`src/rtl/dti_pr_tniu_req_afifo_wr.sv`:
```
// Purpose : write-side endpoint of the DTI PR request async FIFO (TNIU / far-side clock domain).
// Latency : an accepted beat is in mem and wptr_async advances on the accepting edge; pld_sync is combinational.
// Backpressure: req_ready = !full && !stall && !clear; it releases SYNC_STAGES..SYNC_STAGES+1 cycles after the reader advances.
//
// Ports:
//   clk, rst                 write-domain clock, asynchronous active-high reset
//   req_valid/req_ready      beat handshake; req_payload/srcid/tgtid/qos/last form the beat
//   stall, clear             LP bridge hooks: stall gates req_ready, clear resets pointers synchronously
//   full_zero                registered "every written entry has been consumed"
//   wptr_async               Johnson write pointer, straight from its flop
//   rptr_async               reader Johnson pointer, synchronized here for full/empty
//   rptr_sync                reader Johnson pointer used only as the readout mux select
//   pld_sync                 mem entry addressed by rptr_sync
module dti_pr_tniu_req_afifo_wr #(
  parameter int DATA_WIDTH  = 104,
  parameter int FIFO_DEPTH  = 16,
  parameter int SYNC_STAGES = 2
) (
  input  logic                  clk,
  input  logic                  rst,
  input  logic                  req_valid,
  input  logic [89:0]           req_payload,
  input  logic                  req_last,
  input  logic [5:0]            req_srcid,
  input  logic [5:0]            req_tgtid,
  input  logic                  req_qos,
  output logic                  req_ready,
  input  logic                  stall,
  input  logic                  clear,
  output logic                  full_zero,
  output logic [FIFO_DEPTH-1:0] wptr_async,
  input  logic [FIFO_DEPTH-1:0] rptr_async,
  input  logic [FIFO_DEPTH-1:0] rptr_sync,
  output logic [DATA_WIDTH-1:0] pld_sync
);

  localparam int IDX_W = (FIFO_DEPTH > 1) ? $clog2(FIFO_DEPTH) : 1;
  localparam int CNT_W = $clog2(FIFO_DEPTH + 1);

  // Entry index of a Johnson code: the count of ones while the MSB is clear,
  // N minus that count once the MSB is set, folded modulo N (all-ones -> 0).
  function automatic logic [IDX_W-1:0] jidx(input logic [FIFO_DEPTH-1:0] p);
    logic [CNT_W-1:0] ones;
    logic [CNT_W-1:0] v;
    ones = '0;
    for (int i = 0; i < FIFO_DEPTH; i++) begin
      ones = ones + CNT_W'(p[i]);
    end
    v = p[FIFO_DEPTH-1] ? (CNT_W'(FIFO_DEPTH) - ones) : ones;
    if (v == CNT_W'(FIFO_DEPTH)) begin
      v = '0;
    end
    return v[IDX_W-1:0];
  endfunction

  // State
  logic [FIFO_DEPTH-1:0]                  wptr_q, wptr_d;
  logic [SYNC_STAGES-1:0][FIFO_DEPTH-1:0] rsync_q, rsync_d;
  logic                                   full_zero_q, full_zero_d;
  logic [DATA_WIDTH-1:0]                  mem_q [FIFO_DEPTH];
  logic [DATA_WIDTH-1:0]                  mem_d [FIFO_DEPTH];

  // Derived
  logic [FIFO_DEPTH-1:0] rptr_s;
  logic [FIFO_DEPTH-1:0] wptr_nxt;
  logic [DATA_WIDTH-1:0] pld;
  logic                  empty_w;
  logic                  full;
  logic                  wr_en;
  logic [IDX_W-1:0]      wr_idx;

  assign pld      = {req_payload, req_srcid, req_tgtid, req_qos, req_last};
  assign rptr_s   = rsync_q[SYNC_STAGES-1];
  assign wptr_nxt = {wptr_q[FIFO_DEPTH-2:0], ~wptr_q[FIFO_DEPTH-1]};

  // Full when the writer is exactly N codes ahead: its code is the bitwise
  // complement of the (synchronized) reader code.
  assign empty_w  = (wptr_q == rptr_s);
  assign full     = (wptr_q == ~rptr_s);

  // rst is folded in so the producer sees no ready while reset is held,
  // independent of any clock edge.
  assign req_ready = !rst && !full && !stall && !clear;
  assign wr_en     = req_valid && req_ready;
  assign wr_idx    = jidx(wptr_q);

  always_comb begin
    wptr_d      = wptr_q;
    rsync_d     = {rsync_q[SYNC_STAGES-2:0], rptr_async};
    full_zero_d = empty_w;
    mem_d       = mem_q;
    if (clear) begin
      // Pointers restart together with the reader; stored data is left alone.
      wptr_d  = '0;
      rsync_d = '0;
    end else if (wr_en) begin
      wptr_d         = wptr_nxt;
      mem_d[wr_idx]  = pld;
    end
  end

  always_ff @(posedge clk or posedge rst) begin
    if (rst) begin
      wptr_q      <= '0;
      rsync_q     <= '0;
      full_zero_q <= 1'b1;
      for (int i = 0; i < FIFO_DEPTH; i++) begin
        mem_q[i] <= '0;
      end
    end else begin
      wptr_q      <= wptr_d;
      rsync_q     <= rsync_d;
      full_zero_q <= full_zero_d;
      mem_q       <= mem_d;
    end
  end

  assign wptr_async = wptr_q;
  assign full_zero  = full_zero_q;
  assign pld_sync   = mem_q[jidx(rptr_sync)];

endmodule

```
`config.mk`:
```
export PLATFORM = sky130hd
export DESIGN_NAME = dti_pr_tniu_req_afifo_wr
export DESIGN_NICKNAME = d
export VERILOG_FILES = /design/src/rtl/dti_pr_tniu_req_afifo_wr.sv
export SDC_FILE = /design/constraint.sdc
export NUM_CORES = 2
export LEC_CHECK = 0
export ABC_AREA = 1
export CAP_MARGIN = 20
export CORE_UTILIZATION = 60
export DETAILED_ROUTE_END_ITERATION = 10
export GPL_TIMING_DRIVEN = 0
export PLACE_DENSITY = 0.74
export SYNTH_ARGS = -nofsm -noshare
export SYNTH_HDL_FRONTEND = slang
export SYNTH_SLANG_ARGS = --single-unit
```
`constraint.sdc`:
```
create_clock -name clk -period 65 [get_ports clk]
set_input_delay 9.75 -clock clk [delete_from_list [all_inputs] [get_ports clk]]
set_output_delay 9.75 -clock clk [all_outputs]
set_load 0.03 [all_outputs]
```
Word level (Yosys, flattened, before mapping)
Cells that the tools add are included.
- add/sub/neg operators: 32
- order comparisons: 3
- eq/ne operators: 4
- mux-type cells: 13
- bitwise gates (word level): 5
- reduce and logical (&&, ||, !) cells: 11
- operators by type and width (cell ; number):
    $bwmux 1664 ; 1
    $bmux 104 s4 ; 1
    $demux 104 s4 ; 1
    $mux 104 ; 3
    $add 5x1->5 ; 22
    $eq 16x16->1 ; 2
    $mux 16 ; 2
    $mux 32 ; 1
    $not 16->16 ; 1
    $add 4x1->5 ; 2
    $eq 5x5->1 const B ; 2
    $ge 5x5->1 const B ; 2
    $mux 5 ; 2
    $not 4->5 ; 2
    $sub 5x5->5 const A ; 2
    $add 3x1->4 ; 2
    $mux 4 ; 2
    $add 2x1->3 ; 2
    $logic_and 1x1->1 ; 5
    $lt 5x1->1 const B ; 1
    $add 1x1->2 ; 2
    $logic_not 1->1 ; 4
    $not 1->1 ; 2
    $reduce_and 2->1 ; 1
    $reduce_bool 2->1 ; 1
- register bits: 1713
- bits of input ports: 141
- output and inout bits: 122
- logic and storage cells: 88

Longest topological paths before layout
- depth after elaboration: 25
- depth in mapped cells: 27

Worst setup path before layout
No wires, ideal clock.
- path type: input to output
- start point: in rptr_sync[11]
- end point: out pld_sync[0]
- arrival time: 15270 ps
- required time: 55250 ps
- path slack: 39980 ps
- stages: 25
- cells stage by stage: fa_1 > inv_1 > fa_1 > inv_1 > fa_1 > inv_1 > fa_1 > inv_1 > ha_1 > buf_2 > inv_2 > buf_2 > clkbuf_1 > clkbuf_1 > ha_1 > inv_1 > nand2_1 > o21ai_1 > buf_2 > buf_2 > buf_1 > nand2_1 > o21ai_0 > a21boi_0 > o21ai_0
- word-level cells in the longest chain between the ends: 13
- ends and longest elaborated chain (what ; RTL line ; RTL):
    start: declaration ; 33 ; input logic [FIFO_DEPTH-1:0] rptr_sync,
    $add 5x1->5 * (5 in series) ; 47 ; ones = ones + CNT_W'(p[i]);
    $sub 5x5->5 ; 49 ; v = p[FIFO_DEPTH-1] ? (CNT_W'(FIFO_DEPTH) - ones) : ones;
    $mux 5 * ; 49 ;
    $eq 5x5->1 ; 50 ; if (v == CNT_W'(FIFO_DEPTH)) begin
    $mux 4 * ; 50 ;
    $not 4->5 (not written as such) * ; 120 ; assign pld_sync = mem_q[jidx(rptr_sync)];
    $bmux 104 s4 * ; 120 ;
    $mux 104 (not written as such) * (2 in series) ; 120 ;
    end: declaration ; 34 ; output logic [DATA_WIDTH-1:0] pld_sync
Mark *: on every way between the ends. The rest lies on a longest branch, timed or not. The select of a mux whose other input is x is not followed.

Worst setup path after layout
- start point: in rptr_sync[15]
- end point: out pld_sync[18]
- word-level cells in the longest chain between the ends: 9
- ends and longest elaborated chain (what ; RTL line):
    $add 5x1->5 ; 47
    $sub 5x5->5 ; 49
    $mux 5 * ; 49
    $eq 5x5->1 ; 50
    $mux 4 * ; 50
    $not 4->5 (not written as such) * ; 120
    $bmux 104 s4 * ; 120
    $mux 104 (not written as such) * (2 in series) ; 120
Marks and branches as above.

==> insert_results.sql <==
INSERT INTO impl_metrics (metric_group, metric, value, unit) VALUES
('run_status', 'outcome', 'finished, final reports clean', ''),
('sta', 'setup_repair_after_global_routing_missed_its_margin', 'false', ''),
('sta', 'fin_tns_setup', '0', 'ns'),
('detailed_routing', 'viasPerCell', '5.96', ''),
('layout', 'multiInputGateArea', '37600', 'um2'),
('detailed_routing', 'drt_iter0_drc', '10545', ''),
('synthesis', 'post_synth_edffs', '0', ''),
('worst_setup_path', 'rrSetupSlack', '56.44', 'ns'),
('layout', 'layout-drive-gt1-share', '0.0491', ''),
('die', 'placement_rows', '138', ''),
('detailed_routing', 'routed_wire_length_per_instance', '22.7', 'um'),
('cts', 'worstSkewPairLatency', '0.81', 'ns'),
('die', 'die_area', '144000', 'um2'),
('sta', 'slew_headroom', '0.153', ''),
('sta', 'setup_violators_final', '0', ''),
('detailed_routing', 'drt-pass1-iter-count', '9', ''),
('worst_setup_path', 'critical_path.reg2reg.endpoint', 'mem_q[245]$_DFFE_PP0P_', ''),
('min_path', 'worstHoldStart', 'rsync_q[6]$_DFF_PP0_', ''),
('sta', 'hold_violations', '0', ''),
('sta', 'worst-slew-pin-transition', '1.27', 'ns'),
('synthesis', 'ys.warnings.count', '0', ''),
('cts', 'cts_setup_buffers', '0', ''),
('synthesis', 'synth-async-reset-ratio', '1.00', ''),
('die', 'effective_utilization_at_floorplan', '0.604', ''),
('worst_setup_path', 'worstRegToRegCells', '22', ''),
('synthesis', 'synthesized_net_count', '11625', ''),
('cts', 'cts_inserted_buffers', '179', ''),
('placed_design', 'dp_worst_setup_slack', '34.51', 'ns'),
('detailed_routing', 'detailroute.via_count', '82683', ''),
('synthesis', 'synth_area_leaders', 'dfrtp_1, nand2_1, o21ai_0, clkbuf_1, nand3_1', ''),
('worst_setup_path', 'crit_path_start_kind', 'input port', ''),
('synthesis', 'cell_variety_after_synth', '33', ''),
('global_route', 'antenna_found_initial', '32', ''),
('power', 'vdd.ir_drop.worst', '0.0000507', 'V'),
('cts', 'clk_transition_reported_paths', '0.06', 'ns'),
('synthesis', 'post-synth-top-count-cell', 'nand2_1', ''),
('die', 'design.core.area', '141000', 'um2'),
('global_route', 'track_usage', '0.436', ''),
('cts', 'root_buffer_selected_by_cts', 'clkbuf_16', ''),
('sta', 'post-route-period-util', '0.478', ''),
('synthesis', 'synth.cell_area', '85400', 'um2'),
('placed_design', 'place.gp.congestion', '0.963', ''),
('power', 'power.leakage', '0.0507', 'uW'),
('placed_design', 'detailedPlacementHpwl', '223', 'mm'),
('global_route', 'overflow', '0', ''),
('worst_setup_path', 'timing.critical_path.fanout_max', '10', ''),
('worst_setup_path', 'worst_ep_required_time', '55.25', 'ns'),
('sta', 'final.min_clock_period', '31.06', 'ns'),
('die', 'floorplan.die.width', '379', 'um'),
('worst_setup_path', 'timing_worst_setup_path_type', 'input port to output port', ''),
('cts', 'tritoncts_clock_tree', 'done', ''),
('synthesis', 'yosys_register_bits', '1713', ''),
('sta', 'maxClockFrequency', '0.0322', 'GHz'),
('cts', 'ctsLongestPathBuffers', '3', ''),
('sta', 'hold_ws', '0.456', 'ns'),
('placed_design', 'io_buffers', '157', ''),
('min_path', 'hold_path_end', 'rptr_s[6]$_DFF_PP0_', ''),
('cts', 'post_cts_resize_count', '0', ''),
('power', 'power-per-cell-area', '50.2', 'nW/um2'),
('sta', 'drv_slew', '0', ''),
('cts', 'cts-htree-levels', '4', ''),
('min_path', 'worst_hold_path.num_cells', '2', ''),
('global_route', 'grt_pass1_wl', '469', 'mm'),
('layout', 'flow.area_growth_from_synthesis', '12.8', '%'),
('detailed_routing', 'drt.antenna.violating_nets', '0', ''),
('layout', 'fill_cells', '12044', ''),
('die', 'ios', '263', ''),
('job', 'number_of_violations_of_the_max_capacitance_limit', '0', ''),
('cts', 'cts.hold.buffers_added', '0', ''),
('layout', 'fin_nets', '11989', ''),
('worst_setup_path', 'critPathCaptureType', 'output port', '');
-- sequential cells by signal, indices dropped and copies added, names as in the netlist --
| name | count |
|---|---|
| mem_q | 1664 |
| rptr_s | 16 |
| rsync_q | 16 |
| wptr_async | 16 |
| full_zero | 1 |
-- worst max-delay path by stage --
stage                             start                endpoint  slack (ns)  cells after the start
after floorplan                     rst    mem_q[0]$_DFFE_PP0P_        6.90                      1
after global placement              rst  mem_q[442]$_DFFE_PP0P_      -12.07                      2
after detailed placement  rptr_sync[15]            pld_sync[18]       34.51                     28
after CTS                 rptr_sync[15]            pld_sync[18]       34.44                     28
after global routing      rptr_sync[15]            pld_sync[18]       34.28                     28
final                     rptr_sync[15]            pld_sync[18]       33.94                     28
-- worst max-delay path, cell delays in order --
cell and delay (ns):
clkdlybuf4s50_1 0.57, fa_1 0.54, inv_1 0.05, fa_1 0.49
inv_1 0.06, fa_1 0.89, inv_1 0.15, fa_1 0.51
inv_1 0.05, ha_1 0.26, buf_2 0.15, inv_2 0.51
buf_2 0.68, clkbuf_1 0.96, clkbuf_1 0.82, ha_1 0.37
inv_1 0.05, nand2_1 0.07, o21ai_4 0.21, buf_16 0.24
buf_2 0.50, buf_2 0.88, buf_1 0.50, nand2_1 0.14
o21ai_0 0.16, a21boi_0 0.21, o21ai_0 0.65, clkdlybuf4s50_1 0.82
-- stage by stage --
| step | power [uW] | util | std cells | cell area (um2) |
|---|---|---|---|---|
| CTS | 4720 | 0.680 | 13851 | 96200 |
| detailed placement | 3640 | 0.636 | 13524 | 90000 |
| global route | 4950 | 0.680 | 13860 | 96200 |
| finish | 4830 | 0.681 | 13879 | 96300 |
| global placement | 3580 | 0.631 | 13499 | 89300 |
| floorplan | 2480 | - | 11452 | 85400 |
-- layout make-up --
class                           instances  area share
Sequential cell                      1713       0.445
Multi-Input combinational cell       8545       0.390
Clock buffer                          270      0.0568
Buffer                               1084      0.0476
Tap cell                             1890      0.0246
Timing Repair Buffer                  183      0.0231
Clock inverter                         57     0.00737
Inverter                              110     0.00439
Antenna cell                           27    0.000702
-- layout by cell type, fill, tap and decap left out, drive strengths merged, types with 3 or more instances in the layout --
cell           netlist  routed
nand2             5474    5474
o21ai             2202    2202
dfrtp             1712    1712
clkbuf             821    1091
nand3              433     433
buf                263     289
a21boi             208     208
clkdlybuf4s50        0     157
inv                110     113
mux2i              104     104
nor2                65      65
clkinv               0      33
diode                0      27
fa                  20      20
bufinv               0      16
nand4               13      13
ha                  12      12
xnor2                7       7
clkinvlp             0       5
xor2                 3       3
-- kinds of logic after synthesis --
kind of cell	count (synthesis)	share of synthesized area
AO/OA/AOI/OAI	2412	0.148
XOR/XNOR	10	0.00103
adder cells (fa/ha/maj)	32	0.00645
buffers and inverters	1194	0.0583
flip-flops	1713	0.502
multiplexers	104	0.0122
AND/OR/NAND/NOR	5987	0.272
-- routing by layer --
layer	routed length, um	GRT usage	vias to the layer above	share of wire
met1	121000	0.571	39670	0.39
li1	-	-	37330	-
met5	182	0	-	0.00058
met4	23800	0.303	24	0.076
met3	36700	0.131	917	0.12
met2	133000	0.620	4742	0.42
-- where the power goes --
group	internal [uW]	switching [uW]	total [uW]
registers	1130	33.9	1170
logic	605	1970	2580
clock network	642	448	1090
(Power assumes the default switching activity.)
